===== src/rtl/mult_pkg.sv =====
// Shared types and helpers for the sequential multiplier.
package mult_pkg;

  localparam int unsigned DefaultWidth = 16;

  typedef enum logic [1:0] {
    StIdle,
    StCalc,
    StSign,
    StDone
  } mult_state_e;

  // Smallest n with 2**n >= value; used to size the iteration counter.
  function automatic int unsigned clog2(input int unsigned value);
    int unsigned res;
    res = 0;
    for (int unsigned i = 0; i < 32; i++) begin
      if ((64'd1 << i) < 64'(value)) res = i + 1;
    end
    return res;
  endfunction

endpackage


===== src/rtl/seq_multiplier.sv =====
// Radix-2 shift-add multiplier: WIDTH x WIDTH -> 2*WIDTH over WIDTH+2 clocks,
// signed operation handled by multiplying magnitudes and negating at the end.
module seq_multiplier
  import mult_pkg::*;
#(
  parameter int unsigned WIDTH = DefaultWidth
) (
  input  logic               clk,
  input  logic               rst_n,
  input  logic               start,
  input  logic               signed_op,
  input  logic [WIDTH-1:0]   a,
  input  logic [WIDTH-1:0]   b,
  output logic               busy,
  output logic               done,
  output logic [2*WIDTH-1:0] product
);

  localparam int unsigned CntW = clog2(WIDTH);

  mult_state_e        state_q, state_d;
  logic [WIDTH-1:0]   mcand_q, mcand_d;
  logic [WIDTH-1:0]   mplier_q, mplier_d;
  logic [2*WIDTH-1:0] acc_q, acc_d;
  logic [CntW-1:0]    cnt_q, cnt_d;
  logic               neg_q, neg_d;
  logic [2*WIDTH-1:0] prod_q, prod_d;
  logic               busy_q, busy_d;
  logic               done_q, done_d;

  logic               accept;
  logic [WIDTH:0]     sum;
  logic [WIDTH-1:0]   a_mag, b_mag;

  // Next-state, operand capture and one shift-add iteration per CALC cycle.
  always_comb begin
    state_d  = state_q;
    mcand_d  = mcand_q;
    mplier_d = mplier_q;
    acc_d    = acc_q;
    cnt_d    = cnt_q;
    neg_d    = neg_q;
    prod_d   = prod_q;

    // -(2**(WIDTH-1)) wraps to itself, which is the correct unsigned magnitude.
    a_mag  = (signed_op && a[WIDTH-1]) ? -a : a;
    b_mag  = (signed_op && b[WIDTH-1]) ? -b : b;
    accept = start && ((state_q == StIdle) || (state_q == StDone));
    // Extra bit keeps the carry out of the upper-half add.
    sum    = {1'b0, acc_q[2*WIDTH-1:WIDTH]} + (mplier_q[0] ? {1'b0, mcand_q} : '0);

    unique case (state_q)
      StIdle: ;
      StCalc: begin
        acc_d    = {sum, acc_q[WIDTH-1:1]};
        mplier_d = mplier_q >> 1;
        if (cnt_q == '0) begin
          state_d = StSign;
        end else begin
          cnt_d = cnt_q - 1'b1;
        end
      end
      StSign: begin
        prod_d  = neg_q ? -acc_q : acc_q;
        state_d = StDone;
      end
      StDone: state_d = StIdle;
    endcase

    if (accept) begin
      state_d  = StCalc;
      mcand_d  = a_mag;
      mplier_d = b_mag;
      neg_d    = signed_op & (a[WIDTH-1] ^ b[WIDTH-1]);
      acc_d    = '0;
      cnt_d    = CntW'(WIDTH - 1);
    end

    // Status flags are registered from the next state so outputs come straight off flops.
    busy_d = (state_d == StCalc) || (state_d == StSign);
    done_d = (state_d == StDone);
  end

  // State and datapath registers; reset abandons any operation in flight.
  always_ff @(posedge clk or negedge rst_n) begin
    if (!rst_n) begin
      state_q  <= StIdle;
      mcand_q  <= '0;
      mplier_q <= '0;
      acc_q    <= '0;
      cnt_q    <= '0;
      neg_q    <= 1'b0;
      prod_q   <= '0;
      busy_q   <= 1'b0;
      done_q   <= 1'b0;
    end else begin
      state_q  <= state_d;
      mcand_q  <= mcand_d;
      mplier_q <= mplier_d;
      acc_q    <= acc_d;
      cnt_q    <= cnt_d;
      neg_q    <= neg_d;
      prod_q   <= prod_d;
      busy_q   <= busy_d;
      done_q   <= done_d;
    end
  end

  assign busy    = busy_q;
  assign done    = done_q;
  assign product = prod_q;

endmodule


===== config.mk =====
export PLATFORM = sky130hd
export DESIGN_NAME = seq_multiplier
export DESIGN_NICKNAME = d
export VERILOG_FILES = /design/src/rtl/mult_pkg.sv /design/src/rtl/seq_multiplier.sv
export SDC_FILE = /design/constraint.sdc
export NUM_CORES = 1
export LEC_CHECK = 0
export BUFFER_PORTS_ARGS = -buffer_cell sky130_fd_sc_hd__buf_2
export CAP_MARGIN = 0
export CORE_ASPECT_RATIO = 0.5
export CORE_UTILIZATION = 54
export CTS_CLUSTER_DIAMETER = 80
export CTS_CLUSTER_SIZE = 40
export DETAILED_ROUTE_END_ITERATION = 6
export PLACE_DENSITY_LB_ADDON = 0.3
export SYNTH_ARGS = -nofsm -noshare
export SYNTH_HDL_FRONTEND = slang
export SYNTH_SLANG_ARGS = --single-unit

===== constraint.sdc =====
create_clock -name clk -period 2.8 [get_ports clk]
set_input_delay 0.14 -clock clk [delete_from_list [all_inputs] [get_ports clk]]
set_output_delay 0.14 -clock clk [all_outputs]
set_load 0.02 [all_outputs]

Word-level counts from Yosys, hierarchy flattened
Cells that the tools add are included.
- word-level logic and storage cells: 46
- flip-flop bits (word level): 105
- bitwise logic cells: 2
- eq/ne operators: 7
- reduce and logical (&&, ||, !) cells: 9
- multiplexer cells: 14
- add/subtract/negate cells: 5
- operators by type and width (cell ; number):
    two-way mux 32 bit ; 3
    two-way mux 16 bit ; 5
    negation 16 bit ; 2
    negation 32 bit ; 1
    adder 16 x 16 -> 17 bit ; 1
    two-way mux 4 bit ; 3
    == test 2 bit, second input constant ; 4
    case mux 2 bit (3 select lines) ; 1
    == test 2 x 1 -> 1 bit, second input constant ; 2
    zero test 4 bit ; 1
    two-way mux 2 bit ; 2
    subtractor 4 x 1 -> 4 bit, second input constant ; 1
    logical AND 1 bit ; 3
    zero test 2 bit ; 1
    logical OR 1 bit ; 2
    inequality test 2 bit, second input constant ; 1
    AND reduction 2 bit ; 1
    nonzero test 2 bit ; 1
    bitwise AND 1 bit ; 1
    bitwise XOR 1 bit ; 1

Logic depth before layout (Yosys ltp)
Gate-level depths: netlist of the first run.
- word-level depth: 6
- mapped depth: 11
- mapped depth without buffers: 10

Worst setup path before layout of the first run
OpenSTA, ideal clock, no wires.
- path type: reg2reg
- start point: register acc_q[1]
- end point: register prod_q[20] (netlist: product[20])
- required time: 2677 ps
- period minus slack after synthesis: 2621 ps
- arrival time: 2498 ps
- cell stages (with the launch flop): 10
- library setup time: 123 ps
- slack: 179 ps
- cells stage by stage: dfrtp_1 inv_1 ha_1 or3b_1 buf_2 or4_4 or4_4 o31ai_4 xor2_1 a21oi_1
- word-level cells in the longest chain between the ends: 2
- ends and longest elaborated chain (element ; RTL line ; source):
    start, declared ; seq_multiplier.sv:24 ; logic [2*WIDTH-1:0] acc_q, acc_d;
    start signal, assigned ; seq_multiplier.sv:90 ; acc_q <= '0;
    start signal, assigned ; seq_multiplier.sv:100 ; acc_q <= acc_d;
    negation 32 bit ; seq_multiplier.sv:64 ; prod_d = neg_q ? -acc_q : acc_q;
    two-way mux 32 bit ; seq_multiplier.sv:64 ;
    end signal, assigned ; seq_multiplier.sv:103 ; prod_q <= prod_d;
    end, declared ; seq_multiplier.sv:27 ; logic [2*WIDTH-1:0] prod_q, prod_d;
No other way between the ends.
A chain may end at the register's enable or synchronous reset.

Final worst setup path of the first run
Ends and elaborated chain as after synthesis.

==> metrics.yaml, run 1 <==
r2r_slack_ns: 0.08
final.fill_count: 977
cp.arrival_ns: 2.93
layout_common_cells: "dfrtp_1 (105), nand2_1 (74), nor2_1 (72)"
hold_violations: 0
initial_utilization: 0.5663
syn_area_um2: 6351
rows: 27
cts.sinks: 105
synth_edf_count: 0
post_drt_via_cell_ratio: 5.548
postCtsSetupBuffers: 0
first_iter_violations: 336
die_w_um: 155.4
ys_warn_count: 0
dieArea_um2: 12230
syn_avg_cell_area_um2: 9.231
cts_max_level: 3
cp_data_required_time_ns: 3.02
ys_async_sr_fraction: 1.000
final_common_cell: "dfrtp_1"
skew_ns: 0.006164
max_clock_freq_mhz: 368.3
total_power_mw: 7.381
layout_min_cycle_time_ns: 2.716
startpoint_type: "register"
place_area_um2: 6855
finalCritPeriodShare: 0.9698
power_leakage_nw: 3.257
nNetsFinal: 811
cellPowerDensity_nw_per_um2: 1033
cap_violations: 0
wl_per_cell_um: 14.83
numCtsBuffers: 9
setup_viol: 0
grt_pass1_wl_mm: 22.89
antenna_found_initial: 0
finish.instance_area_um2: 7146
root_buffer: "clkbuf_16"
ant_nets: 0
antenna_cells: 0
setup_ws_ns: 0.08447
gp_congestion: 0.9079
syn_nets: 748
layout-drive-gt1-share: 0.1693
crit_fanout: 6
path_clk_slew_ns: 0.07
grt_max_degree: 57
peakVddDrop_v: 0.0003806
path_class: "register to register"
end_kind: "register"
port_buffers: 69
clock_latency_ns: 0.35
area_growth_pct: 12.51
outcome: "completed"
grtUsageTotal: 0.2375
netlist_instances: 688
tritoncts: "yes"
grt_pass1_vias: 4764
max-slew-margin-rel: 0.5317
drt-pass1-iter-count: 5
tightest_slew_ns: 0.7024
io_pins: 70
dp_slack_ns: 0.1136
ys_ff_latch: 105
hold_slack_ns: 0.08546
finalWirelength_mm: 13.57
yosysSeqAreaShare: 0.4137
cts.path.max_buffers: 2
slew_viol_final: 0
cts_hold_buf: 1
hold_path.class: "input pin to register"
drcViolationCount: 0
vias: 5076
place_hpwl_mm: 10.03
fin_setup_tns_ns: 0
ys.flop_type: "dfrtp_1"
die_y_um: 78.69
rsz0062_at_grt: "false"
core_area_um2: 11220
ys_types: 54
grt_remaining_overflow: 0
cts_resized: 0
-- layout make-up --
type,count,area [um2],share of cell area
Multi-Input combinational cell,530,3488,0.4882
Timing Repair Buffer,83,467.9,0.06549
Clock buffer,10,229.0,0.03204
Inverter,22,82.58,0.01156
Tap cell,159,198.9,0.02784
Sequential cell,105,2628,0.3677
Clock inverter,6,51.30,0.007179
-- cells in the mapped netlist, drive strengths merged (3+ instances only) --
cell    count  area [um2]
nor2       72       270.3
xor2       33       289.0
or4        10       83.83
or3         4       27.52
mux2       10       112.6
buf         4       16.26
nand2b      3       21.27
a211oi      6       45.04
o41ai       5       58.81
nor3b       3       22.52
a21o        5       37.54
o21ai      62       310.3
nand2      74       277.8
inv        22       82.58
clkbuf     27       141.4
ha         23       287.8
nor4       10       75.07
nor2b       3       18.77
nand3b      3       22.52
and2       19       118.9
xnor2      33       289.0
a21oi      47       235.2
nand3       8       40.04
or2         3       18.77
nor3        8       40.04
o31ai      15       126.4
mux2i      40       400.4
a31oi       5       31.28
and3        4       25.02
dfrtp     105        2628
-- cells by family after synthesis --
group           Yosys count  synth area share
fa+ha+maj                24           0.04846
compound gates          160            0.1535
simple gates            230            0.1747
buf+inv                  53           0.03782
flops                   105            0.4137
mux                      50           0.08077
xor+xnor                 66           0.09102
-- report_power, final --
group	internal (mW)	total, mW	switching [mW]
sequential	2.09	2.54	0.455
combinational	1.51	3.63	2.12
clock	0.618	1.20	0.586
total	4.22	7.38	3.16
-- layer usage --
layer,share of wire,track usage
met3,0.051,0.05522
met1,0.49,0.3222
met5,0,0
met4,0.011,0.06176
met2,0.45,0.3839
-- state kept, by name (all words and copies together), names as in the netlist --
name / count
neg_q: 1
mcand_q: 16
product: 32
done: 1
state_q: 2
cnt_q: 4
mplier_q: 16
acc_q: 32
busy: 1
-- worst paths after layout --
check,from,endpoint,cells after the start
min,a[15],mcand_q[15],3
min in group asynchronous,rst_n,product[21],2
max in group asynchronous,rst_n,mcand_q[7],3
min reg2reg,mcand_q[4],mcand_q[4],2
max reg2reg,acc_q[1],product[20],8
max,acc_q[1],product[20],8
-- critical path, cell delays in order (launching register included) --
cell	delay, ns
dfrtp_1	0.43
inv_1	0.07
ha_1	0.14
or3b_1	0.38
or4_4	0.57
or4_4	0.52
o31ai_4	0.20
xor2_1	0.18
a21oi_1	0.09
-- stage by stage --
step / std cells / utilization
2_1_floorplan: 688 / -
3_3_place_gp: 898 / 0.6112
3_5_place_dp: 898 / 0.6112
4_1_cts: 915 / 0.6371
5_1_grt: 915 / 0.6371
6_report: 915 / 0.6371
Note: power is estimated with default switching activity, not from simulation.
==> inputs of run 2 (changes only) <==
clock period = 3.05 ns   (was 2.8 ns; I/O delays follow)
==> metrics.yaml, run 2 (synthesis results as in run 1) <==
outcome: "completed"
area_growth_pct: 12.79
crit_fanout: 6
min_path_cells: 3
path_class: "register to register"
layout_min_cycle_time_ns: 2.803
p_comb_frac: 0.477
post_drt_via_cell_ratio: 5.539
grt_pass1_wl_mm: 23.60
layout-drive-gt1-share: 0.1673
cellPowerDensity_nw_per_um2: 962.6
p_clk_frac: 0.179
cp-startpoint: "acc_q[1]"
peakVddDrop_v: 0.0003887
max_clock_freq_mhz: 356.8
nNetsFinal: 808
cp_data_required_time_ns: 3.27
wl_per_cell_um: 15.10
cts_max_level: 3
finalCritPeriodShare: 0.9190
place_hpwl_mm: 9.965
path_clk_slew_ns: 0.07
io_pins: 70
rr_worst_depth: 8
place_area_um2: 6833
core_area_um2: 11220
antenna_cells: 0
cts_resized: 0
root_buffer: "clkbuf_16"
r2r_start: "acc_q[1]"
numCtsBuffers: 9
slew_viol_final: 0
min_from: "a[15]"
cp.arrival_ns: 3.03
finalWirelength_mm: 13.77
grt_pass1_vias: 4920
ant_nets: 0
clock_latency_ns: 0.35
hold_path.class: "input pin to register"
cts.path.max_buffers: 2
tritoncts: "yes"
initial_utilization: 0.5663
gp_congestion: 0.8701
internal_power_mw: 3.971
first_iter_violations: 315
hold_violations: 0
max-slew-margin-rel: 0.5217
drt-pass1-iter-count: 5
port_buffers: 69
die_y_um: 78.69
die_w_um: 155.4
layout_common_cells: "dfrtp_1 (105), nand2_1 (74), nor2_1 (72)"
power_leakage_nw: 3.268
finish.instance_area_um2: 7163
rows: 27
antenna_found_initial: 0
setup_viol: 0
startpoint_type: "register"
p_switching_mw: 2.924
grt_remaining_overflow: 0
fin_setup_tns_ns: 0
drcViolationCount: 0
grt_max_degree: 57
tightest_slew_ns: 0.7174
final_common_cell: "dfrtp_1"
dieArea_um2: 12230
cts.sinks: 105
grtUsageTotal: 0.2435
vias: 5052
skew_ns: 0.006672
seqPwrFrac: 0.345
p_sw_frac: 0.4240
cap_violations: 0
postCtsSetupBuffers: 0
end_kind: "register"
rsz0062_at_grt: "false"
run 2: changes by cell type in the layout (fill, tap and decap cells not counted), sizes merged:
cell,previous run,this run
bufinv,0,1
clkinvlp,2,0
buf,82,79
inv,25,26
run 2: routing by layer:
| metal | wire (um) | track usage | part of all wire | vias up |
|---|---|---|---|---|
| met5 | 0 | 0 | 0 | - |
| met3 | 680 | 0.05964 | 0.049 | 14 |
| met1 | 6727 | 0.3263 | 0.49 | 2397 |
| li1 | - | - | - | 2530 |
| met4 | 138 | 0.05882 | 0.010 | 0 |
| met2 | 6223 | 0.3982 | 0.45 | 111 |
run 2: metrics by stage:
stage | util | setup WS [ns] | power (mW) | cells | hold WS (ns)
after floorplan | - | 0.4290 | 4.793 | 688 | -0.1431
after global placement | 0.6092 | 0.3613 | 5.547 | 895 | 0.2553
after detailed placement | 0.6092 | 0.2857 | 5.658 | 895 | 0.2469
after CTS | 0.6387 | 0.2464 | 6.916 | 912 | 0.08327
after global routing | 0.6387 | 0.1141 | 7.441 | 912 | 0.1050
final | 0.6387 | 0.2469 | 6.895 | 912 | 0.08439
run 2: worst paths after layout:
| check | slack [ns] | end |
|---|---|---|
| worst max-delay path | 0.25 | product[20] |
| worst min-delay path | 0.08 | mcand_q[15] |
| worst max register to register | 0.25 | product[20] |
| worst min register to register | 0.48 | mcand_q[8] |
| max in group asynchronous | 1.95 | mcand_q[9] |
| min in group asynchronous | 0.39 | product[10] |
run 2: final cells by class:
type                       instances  area (um2)
clock inverter                     6       81.33
clock buffer                      10       239.0
tap                              159       198.9
sequential                       105        2628
multi-input combinational        530        3488
inverter                          22       82.58
timing repair buffer              80       445.4
fill                             976        4053
run 2: timing repair:
item | CTS | global route
hold endpoints to repair | 55 | 0
hold buffers | 1 | 0
setup endpoints to repair | 0 | 0
run 2: critical path: stages, from the launching register on:
cell,delay (ns)
dfrtp_1,0.43
inv_1,0.08
ha_1,0.16
or3b_1,0.45
or4_4,0.59
or4_4,0.52
o31ai_4,0.18
xor2_1,0.17
a21oi_1,0.09
run 2: power by group through the flow:
stage / combinational, mW / sequential, mW / clock (mW)
6_report: 3.29 / 2.38 / 1.23
5_1_grt: 3.67 / 2.45 / 1.32
4_1_cts: 3.28 / 2.38 / 1.26
3_5_place_dp: 3.26 / 2.40 / 0
3_3_place_gp: 3.18 / 2.37 / 0
2_1_floorplan: 2.33 / 2.46 / 0
==> inputs of run 3 (changes only) <==
SETUP_SLACK_MARGIN = 0.4   (was not set)
SLEW_MARGIN = 30   (was not set)
==> metrics.yaml, run 3 (synthesis results as in run 1) <==
rr_worst_depth: 8
layout-drive-gt1-share: 0.1809
setup_ws_ns: 0.4592
min_from: "a[15]"
final.fill_count: 955
dieArea_um2: 12230
fin_setup_tns_ns: 0
grt_max_degree: 57
cts.sinks: 105
tritoncts: "yes"
rr_endpoint: "product[20]"
hold_path.class: "input pin to register"
slew_viol_final: 0
first_iter_violations: 349
place_area_um2: 6833
path_clk_slew_ns: 0.07
clock_latency_ns: 0.35
finalWirelength_mm: 13.90
peakVddDrop_v: 0.0003969
nNetsFinal: 818
numCtsBuffers: 9
power_leakage_nw: 3.315
grtUsageTotal: 0.2438
die_w_um: 155.4
place_hpwl_mm: 9.965
finish.instance_area_um2: 7258
initial_utilization: 0.5663
ant_nets: 0
postLayoutCoreUtil: 0.6471
rsz0062_at_grt: "true"
grt_remaining_overflow: 0
root_buffer: "clkbuf_16"
gp_congestion: 0.8701
rows: 27
max_clock_freq_mhz: 386.0
grt_pass1_wl_mm: 23.62
outcome: "completed"
min_path_cells: 3
area_growth_pct: 14.28
wl_per_cell_um: 15.08
finalCritPeriodShare: 0.8494
path_class: "register to register"
cts_max_level: 3
grt_pass1_vias: 4943
drt-pass1-iter-count: 4
antenna_cells: 0
layout_common_cells: "dfrtp_1 (104), nand2_1 (74), nor2_1 (72)"
antenna_found_initial: 0
r2r_start: "acc_q[1]"
cap_violations: 0
drcViolationCount: 0
end_kind: "register"
tightest_slew_ns: 0.7148
vias: 5135
io_pins: 70
hold_violations: 0
core_area_um2: 11220
max-slew-margin-rel: 0.5234
layout_min_cycle_time_ns: 2.591
dp_slack_ns: 0.2857
worst_hold_path.endpoint: "mcand_q[15]"
port_buffers: 69
cp_data_required_time_ns: 3.27
post_drt_via_cell_ratio: 5.569
cp.arrival_ns: 2.82
final_common_cell: "dfrtp_1"
startpoint_type: "register"
setup_viol: 0
die_y_um: 78.69
r2r_slack_ns: 0.46
cellPowerDensity_nw_per_um2: 957.7
skew_ns: 0.006326
crit_fanout: 5
cts.path.max_buffers: 2
run 3: cell count changes in the layout (fill, tap and decap cells not counted):
cell / previous run / this run
or3b_4: 0 / 1
nor4_2: 2 / 1
or3_4: 0 / 2
buf_4: 10 / 20
dfrtp_2: 0 / 1
dfrtp_1: 105 / 104
or3_2: 2 / 0
or3b_1: 1 / 0
nor4_4: 0 / 1
run 3: how the worst max path moves through the flow:
stage	start	endpoint	slack, ns	depth (start not counted)
floorplan	acc_q[1]	product[20]	0.43	9
global placement	acc_q[1]	product[20]	0.36	8
detailed placement	acc_q[1]	product[20]	0.29	8
CTS	acc_q[9]	product[20]	0.43	6
global route	acc_q[1]	product[20]	0.37	8
finish	acc_q[1]	product[20]	0.46	8
run 3: through the flow:
stage          power [mW]  hold slack, ns  instances
2_1_floorplan       4.793         -0.1431        688
3_3_place_gp        5.547          0.2553        895
3_5_place_dp        5.658          0.2469        895
4_1_cts             6.919         0.08327        914
5_1_grt             7.506          0.1050        922
6_report            6.951         0.08456        922
run 3: where the power goes:
| part | leakage (nW) | total (mW) | switching (mW) | internal (mW) |
|---|---|---|---|---|
| clock | 0.159 | 1.23 | 0.549 | 0.681 |
| combinational | 1.91 | 3.35 | 1.94 | 1.41 |
| sequential | 1.25 | 2.37 | 0.449 | 1.92 |
run 3: timing repair:
item / 4_1_cts / 5_1_grt
setup buffers: 2 / 8
endpoints found under the hold margin: 55 / 0
gates resized for setup: 2 / 3
endpoints found under the setup margin: 7 / 7
pin swaps: 1 / 1
hold buffers: 1 / 0
run 3: critical path, cell delays in order, from the launching register on:
cell and delay, ns:
dfrtp_1 0.39, inv_1 0.06, ha_1 0.17, or3b_4 0.42, or4_4 0.48, or4_4 0.52
o31ai_4 0.18, xor2_1 0.16, a21oi_1 0.08
run 3: metal layers:
metal | track usage | share of wire | vias to the layer above
li1 | - | - | 2550
met1 | 0.3246 | 0.48 | 2438
met2 | 0.3978 | 0.46 | 131
met3 | 0.06184 | 0.054 | 16
met4 | 0.06275 | 0.0098 | 0
met5 | 0 | 0 | -
run 3: area by class of cell:
class / instances / area (um2) / area share
multi-input cells: 530 / 3507 / 0.4832
flip-flops and latches: 105 / 2629 / 0.3622
repair buffers: 90 / 520.5 / 0.07171
clock buffers: 10 / 239.0 / 0.03293
well taps: 159 / 198.9 / 0.02741
inverters: 22 / 82.58 / 0.01138
clock inverters: 6 / 81.33 / 0.01120
